<file path="config.mk">
export PLATFORM = sky130hd
export DESIGN_NAME = control_unit
export DESIGN_NICKNAME = d
export VERILOG_FILES = /design/src/rtl/control_unit.sv
export SDC_FILE = /design/constraint.sdc
export NUM_CORES = 1
export LEC_CHECK = 0
export ABC_AREA = 0
export BUFFER_PORTS_ARGS = -buffer_cell sky130_fd_sc_hd__buf_2
export CORE_UTILIZATION = 55
export DETAILED_ROUTE_END_ITERATION = 8
export HOLD_SLACK_MARGIN = 0.05
export PLACE_DENSITY_LB_ADDON = 0.1
export SLEW_MARGIN = 0
export SYNTH_ARGS = -nofsm -noshare
export SYNTH_HDL_FRONTEND = slang
export SYNTH_SLANG_ARGS = --single-unit
</file>
<file path="constraint.sdc">
create_clock -name CLK -period 3.4 [get_ports CLK]
set_input_delay 0.51 -clock CLK [delete_from_list [all_inputs] [get_ports CLK]]
set_output_delay 0.51 -clock CLK [all_outputs]
set_load 0.005 [all_outputs]
</file>
<file path="src/rtl/control_unit.sv">
// Multi-cycle control unit: FETCH/DECODE/EXECUTE/MEM/WB sequencer that owns the PC and IR
// and drives ALU, register-file and data-memory control for a 16-bit ISA.
module control_unit #(
    parameter logic [15:0] RESET_PC = 16'h0000
) (
    input  logic        CLK,
    input  logic        RST,
    input  logic [15:0] INSTR,
    input  logic        FLAG,
    output logic [15:0] PC,
    output logic [2:0]  ALU_CTRL,
    output logic        ALU_SRC_IMM,
    output logic [15:0] IMM,
    output logic [2:0]  RF_RADDR1,
    output logic [2:0]  RF_RADDR2,
    output logic [2:0]  RF_WADDR,
    output logic        RF_WE,
    output logic        WB_SEL,
    output logic        MEM_RE,
    output logic        MEM_WE,
    output logic        HALTED
);

    typedef enum logic [2:0] {
        S_FETCH  = 3'd0,
        S_DECODE = 3'd1,
        S_EXEC   = 3'd2,
        S_MEM    = 3'd3,
        S_WB     = 3'd4,
        S_HALT   = 3'd5
    } state_t;

    localparam logic [3:0] OP_ADDI  = 4'd8;
    localparam logic [3:0] OP_LOAD  = 4'd9;
    localparam logic [3:0] OP_STORE = 4'd10;
    localparam logic [3:0] OP_BEQ   = 4'd11;
    localparam logic [3:0] OP_JMP   = 4'd12;
    localparam logic [3:0] OP_HALT  = 4'd15;

    typedef struct packed {
        logic [2:0]  alu_ctrl;
        logic        alu_src_imm;
        logic        wb_sel;
        logic [15:0] imm;
        logic [2:0]  raddr1;
        logic [2:0]  raddr2;
        logic [2:0]  waddr;
    } dec_t;

    state_t      state, state_nxt;
    logic [15:0] pc, pc_nxt;
    logic [15:0] ir;
    logic [3:0]  op;
    dec_t        dec;
    logic        rf_we, mem_re, mem_we;

    assign op = ir[15:12];

    // Decode is a pure function of IR, so fields are valid from DECODE until the next
    // FETCH edge, and an all-zero IR after reset yields all-zero controls.
    always_comb begin
        dec             = '0;
        dec.imm         = {{10{ir[5]}}, ir[5:0]};
        dec.raddr1      = ir[8:6];
        dec.raddr2      = ir[5:3];
        dec.waddr       = ir[11:9];
        if (!op[3]) begin
            dec.alu_ctrl = op[2:0];
        end else begin
            case (op)
                OP_ADDI:  dec.alu_src_imm = 1'b1;
                OP_LOAD: begin
                    dec.alu_src_imm = 1'b1;
                    dec.wb_sel      = 1'b1;
                end
                OP_STORE: begin
                    dec.alu_src_imm = 1'b1;
                    dec.raddr2      = ir[11:9];
                end
                OP_BEQ: begin
                    dec.alu_ctrl = 3'd1;
                    dec.raddr2   = ir[11:9];
                end
                default: ;
            endcase
        end
    end

    always_ff @(posedge CLK) begin
        if (RST) begin
            state <= S_FETCH;
            pc    <= RESET_PC;
            ir    <= 16'h0000;
        end else begin
            state <= state_nxt;
            pc    <= pc_nxt;
            if (state == S_FETCH)
                ir <= INSTR;
        end
    end

    always_comb begin
        state_nxt = state;
        pc_nxt    = pc;
        rf_we     = 1'b0;
        mem_re    = 1'b0;
        mem_we    = 1'b0;
        case (state)
            S_FETCH: begin
                pc_nxt    = pc + 16'd1;
                state_nxt = S_DECODE;
            end
            S_DECODE: state_nxt = (op == OP_HALT) ? S_HALT : S_EXEC;
            S_EXEC: begin
                state_nxt = S_FETCH;
                if (!op[3] || op == OP_ADDI)
                    state_nxt = S_WB;
                else if (op == OP_LOAD || op == OP_STORE)
                    state_nxt = S_MEM;
                else if (op == OP_BEQ && FLAG)
                    pc_nxt = pc + dec.imm;  // pc already points past the branch
                else if (op == OP_JMP)
                    pc_nxt = {4'h0, ir[11:0]};
            end
            S_MEM: begin
                if (op == OP_LOAD) begin
                    mem_re    = 1'b1;
                    state_nxt = S_WB;
                end else begin
                    mem_we    = 1'b1;
                    state_nxt = S_FETCH;
                end
            end
            S_WB: begin
                rf_we     = 1'b1;
                state_nxt = S_FETCH;
            end
            S_HALT:  state_nxt = S_HALT;
            default: state_nxt = S_FETCH;
        endcase
    end

    // Reset kills strobes in the same cycle so an aborted instruction never writes.
    assign RF_WE       = rf_we & ~RST;
    assign MEM_RE      = mem_re & ~RST;
    assign MEM_WE      = mem_we & ~RST;
    assign PC          = pc;
    assign HALTED      = (state == S_HALT);
    assign ALU_CTRL    = dec.alu_ctrl;
    assign ALU_SRC_IMM = dec.alu_src_imm;
    assign IMM         = dec.imm;
    assign RF_RADDR1   = dec.raddr1;
    assign RF_RADDR2   = dec.raddr2;
    assign RF_WADDR    = dec.waddr;
    assign WB_SEL      = dec.wb_sel;

endmodule

</file>
==> impl_metrics.ini <==
[route]
wl_per_cell_um = 15.29
drcViolationCount = 0
wl_um = 7797
dr.pass1.iters = 5
vias_per_cell = 6.024
drt-initial-drc-count = 236
detail-route-antenna-nets = 0
vias = 3072

[timing]
finClkSkew_ps = 6.699
holdWs_ps = 442.6
slew_violations = 0
fin_crit_ps = 2654
maxSlewHeadroom_pct = 50.68
rsz0062_at_grt = false
setup_tns_ps = 0
setup_viol = 0
clock.fmax_mhz = 376.8
tightest_slew_ps = 739.8
finalHoldViolCount = 0
fin_crit_sh_pct = 78.05

[finish]
final_cell_mix = buf_2, a21oi_1, nand2_1
nFillCells = 509
fin_nets = 475
n_antenna_cell = 0
final_common_cell = buf_2
drive_gt1_share_pct = 21.59
syn_to_final_growth_pct = 9.775

[synth]
synthCells = 405
ys.warnings.count = 0
ys_ff_latch = 35
synth_cell_types = 63
seq_area_frac_synth_pct = 23.80
syn_nets = 441
syn_avg_cell_area_um2 = 7.269
synth-edff-count = 0
ys.flop_type = dfxtp_1
syn_area_um2 = 2944
async_flop_share_pct = 0

[global_route]
grt_overflow_total = 0
grt_util_met2_pct = 43.24
grt_pass1_vias = 2530
use_met1_pct = 43.46
grt_use_total_pct = 28.84
grt_pass1_wl_um = 12440
met3_usage_pct = 4.685
antenna_found_initial = 0
grt_max_degree = 40
busiest_layer = met1

[clocking]
cts_buffers = 5
cts_setup_buffers = 0
cts_tree = yes
cts.path.max_buffers = 2
cts_htree_levels = 2
cts.hold.buffers_added = 0
ctsRootBufferMaster = clkbuf_8
clock_latency_ps = 290
clk_pin_slew_ps = 80
cts_sinks = 35
cts_resized = 0

[die]
dieArea_um2 = 5650
placementRows = 26
die_h_um = 75.17
top_level_ports = 69
fp.dieW_um = 75.17
core_area_um2 = 5140
start_util_pct = 57.28

[critical_path]
regToRegEndpoint = PC[14]$_SDFFE_PP0P_
r2r_slack_ps = 750
cp-start-kind = register
crit_end = PC[14]$_SDFFE_PP0P_
critPathCaptureType = register
r2r-start = PC[0]$_SDFFE_PP0P_
reg2reg_depth = 8
crit_type = register to register
cp_max_fo = 7
cp.required_ps = 3640
crit_arrival_ps = 2890
cp-startpoint = PC[0]$_SDFFE_PP0P_

[pwr]
p_per_area_nw_per_um2 = 418.5
switching_power_mw = 0.5421
internal-power_mw = 0.8105
peakVddDrop_mv = 0.2376
power.share.sequential_pct = 40.6
swShare_pct = 40.08
clock_power_share_pct = 23.5
comb_power_share_pct = 36.0
total_leakage_power_nw = 1.358

[placement]
gp_congestion = 0.9002
port_buffers = 68
dp_hpwl_um = 5556

[worst_hold_path]
hp-class = input port to register
hold_depth = 3

[job]
drv_cap = 0

[run_status]
outcome = complete, no violations
==> how the worst min path moves through the flow <==
stage,start,endpoint,slack [ps]
2_1_floorplan,ir[8]$_SDFFE_PP0N_,ir[8]$_SDFFE_PP0N_,440
3_5_place_dp,ir[7]$_SDFFE_PP0N_,ir[7]$_SDFFE_PP0N_,480
6_report,INSTR[4],ir[4]$_SDFFE_PP0N_,440
3_3_place_gp,ir[7]$_SDFFE_PP0N_,ir[7]$_SDFFE_PP0N_,470
4_1_cts,INSTR[3],ir[3]$_SDFFE_PP0N_,440
5_1_grt,INSTR[3],ir[3]$_SDFFE_PP0N_,440
==> metrics by stage <==
stage	setup WS [ps]	cells	power (mW)	util (%)	cell area, um2
2_1_floorplan	1139	405	0.9239	-	2944
3_3_place_gp	888.1	502	1.031	61.05	3138
3_5_place_dp	826.4	502	1.036	61.05	3138
4_1_cts	799.7	510	1.351	62.88	3232
5_1_grt	521.3	510	1.451	62.88	3232
6_report	746.3	510	1.353	62.88	3232
==> layer usage <==
| metal | vias to the layer above | part of all wire [%] |
|---|---|---|
| met5 | - | 0 |
| met4 | 0 | 0.74 |
| met3 | 13 | 7.6 |
| met2 | 141 | 44 |
| met1 | 1379 | 48 |
| li1 | 1539 | - |
==> registers in the layout, summed over array words and instances, names as in the netlist <==
signal / flops
state: 3
ir: 16
PC: 16
==> synth_stat cells, types with 4 or more instances <==
master	count	area, um2
a21oi_1	56	280.3
nand2_1	55	206.5
dfxtp_1	35	700.7
nor2_1	29	108.9
o21ai_0	28	140.1
buf_4	23	172.7
ha_1	16	200.2
nand3_1	16	80.08
clkbuf_1	15	56.30
nor3_1	11	55.05
xnor2_1	8	70.07
a211oi_1	7	52.55
buf_2	7	35.03
nand4_1	7	43.79
a31oi_1	5	31.28
inv_1	5	18.77
nor4_1	5	31.28
nand2b_1	4	25.02
nor3b_1	4	30.03
==> worst max-delay path, cell delays in order, from the launching register on <==
cell,delay [ps]
dfxtp_1,370
ha_1,250
fa_1,430
a211oi_1,420
nor4_1,130
nor3_1,340
o21ai_0,210
nor4b_1,290
a221o_1,150
==> area by class of cell <==
type	instances	area, um2	area share (%)
repair buffers	72	370.4	11.46
clock buffers	5	68.82	2.129
flip-flops and latches	35	700.7	21.68
inverters	5	18.77	0.5807
clock inverters	3	25.02	0.7743
multi-input cells	320	1961	60.67
well taps	70	87.58	2.710
==> cells by family after synthesis <==
family | Yosys count | synth area share, %
AO/OA/AOI/OAI | 132 | 27.45
XOR/XNOR | 9 | 2.678
adder cells (fa/ha/maj) | 17 | 7.480
buffers and inverters | 50 | 9.605
flip-flops | 35 | 23.80
multiplexers | 5 | 1.827
AND/OR/NAND/NOR | 157 | 27.16
==> power groups by stage <==
stage               clock, mW  combinational, mW  sequential, mW
floorplan                   0              0.407           0.517
global placement            0              0.478           0.553
detailed placement          0              0.481           0.555
CTS                     0.322              0.483           0.546
global route            0.341              0.551           0.559
finish                  0.318              0.486           0.549
(Power assumes the default switching activity.)
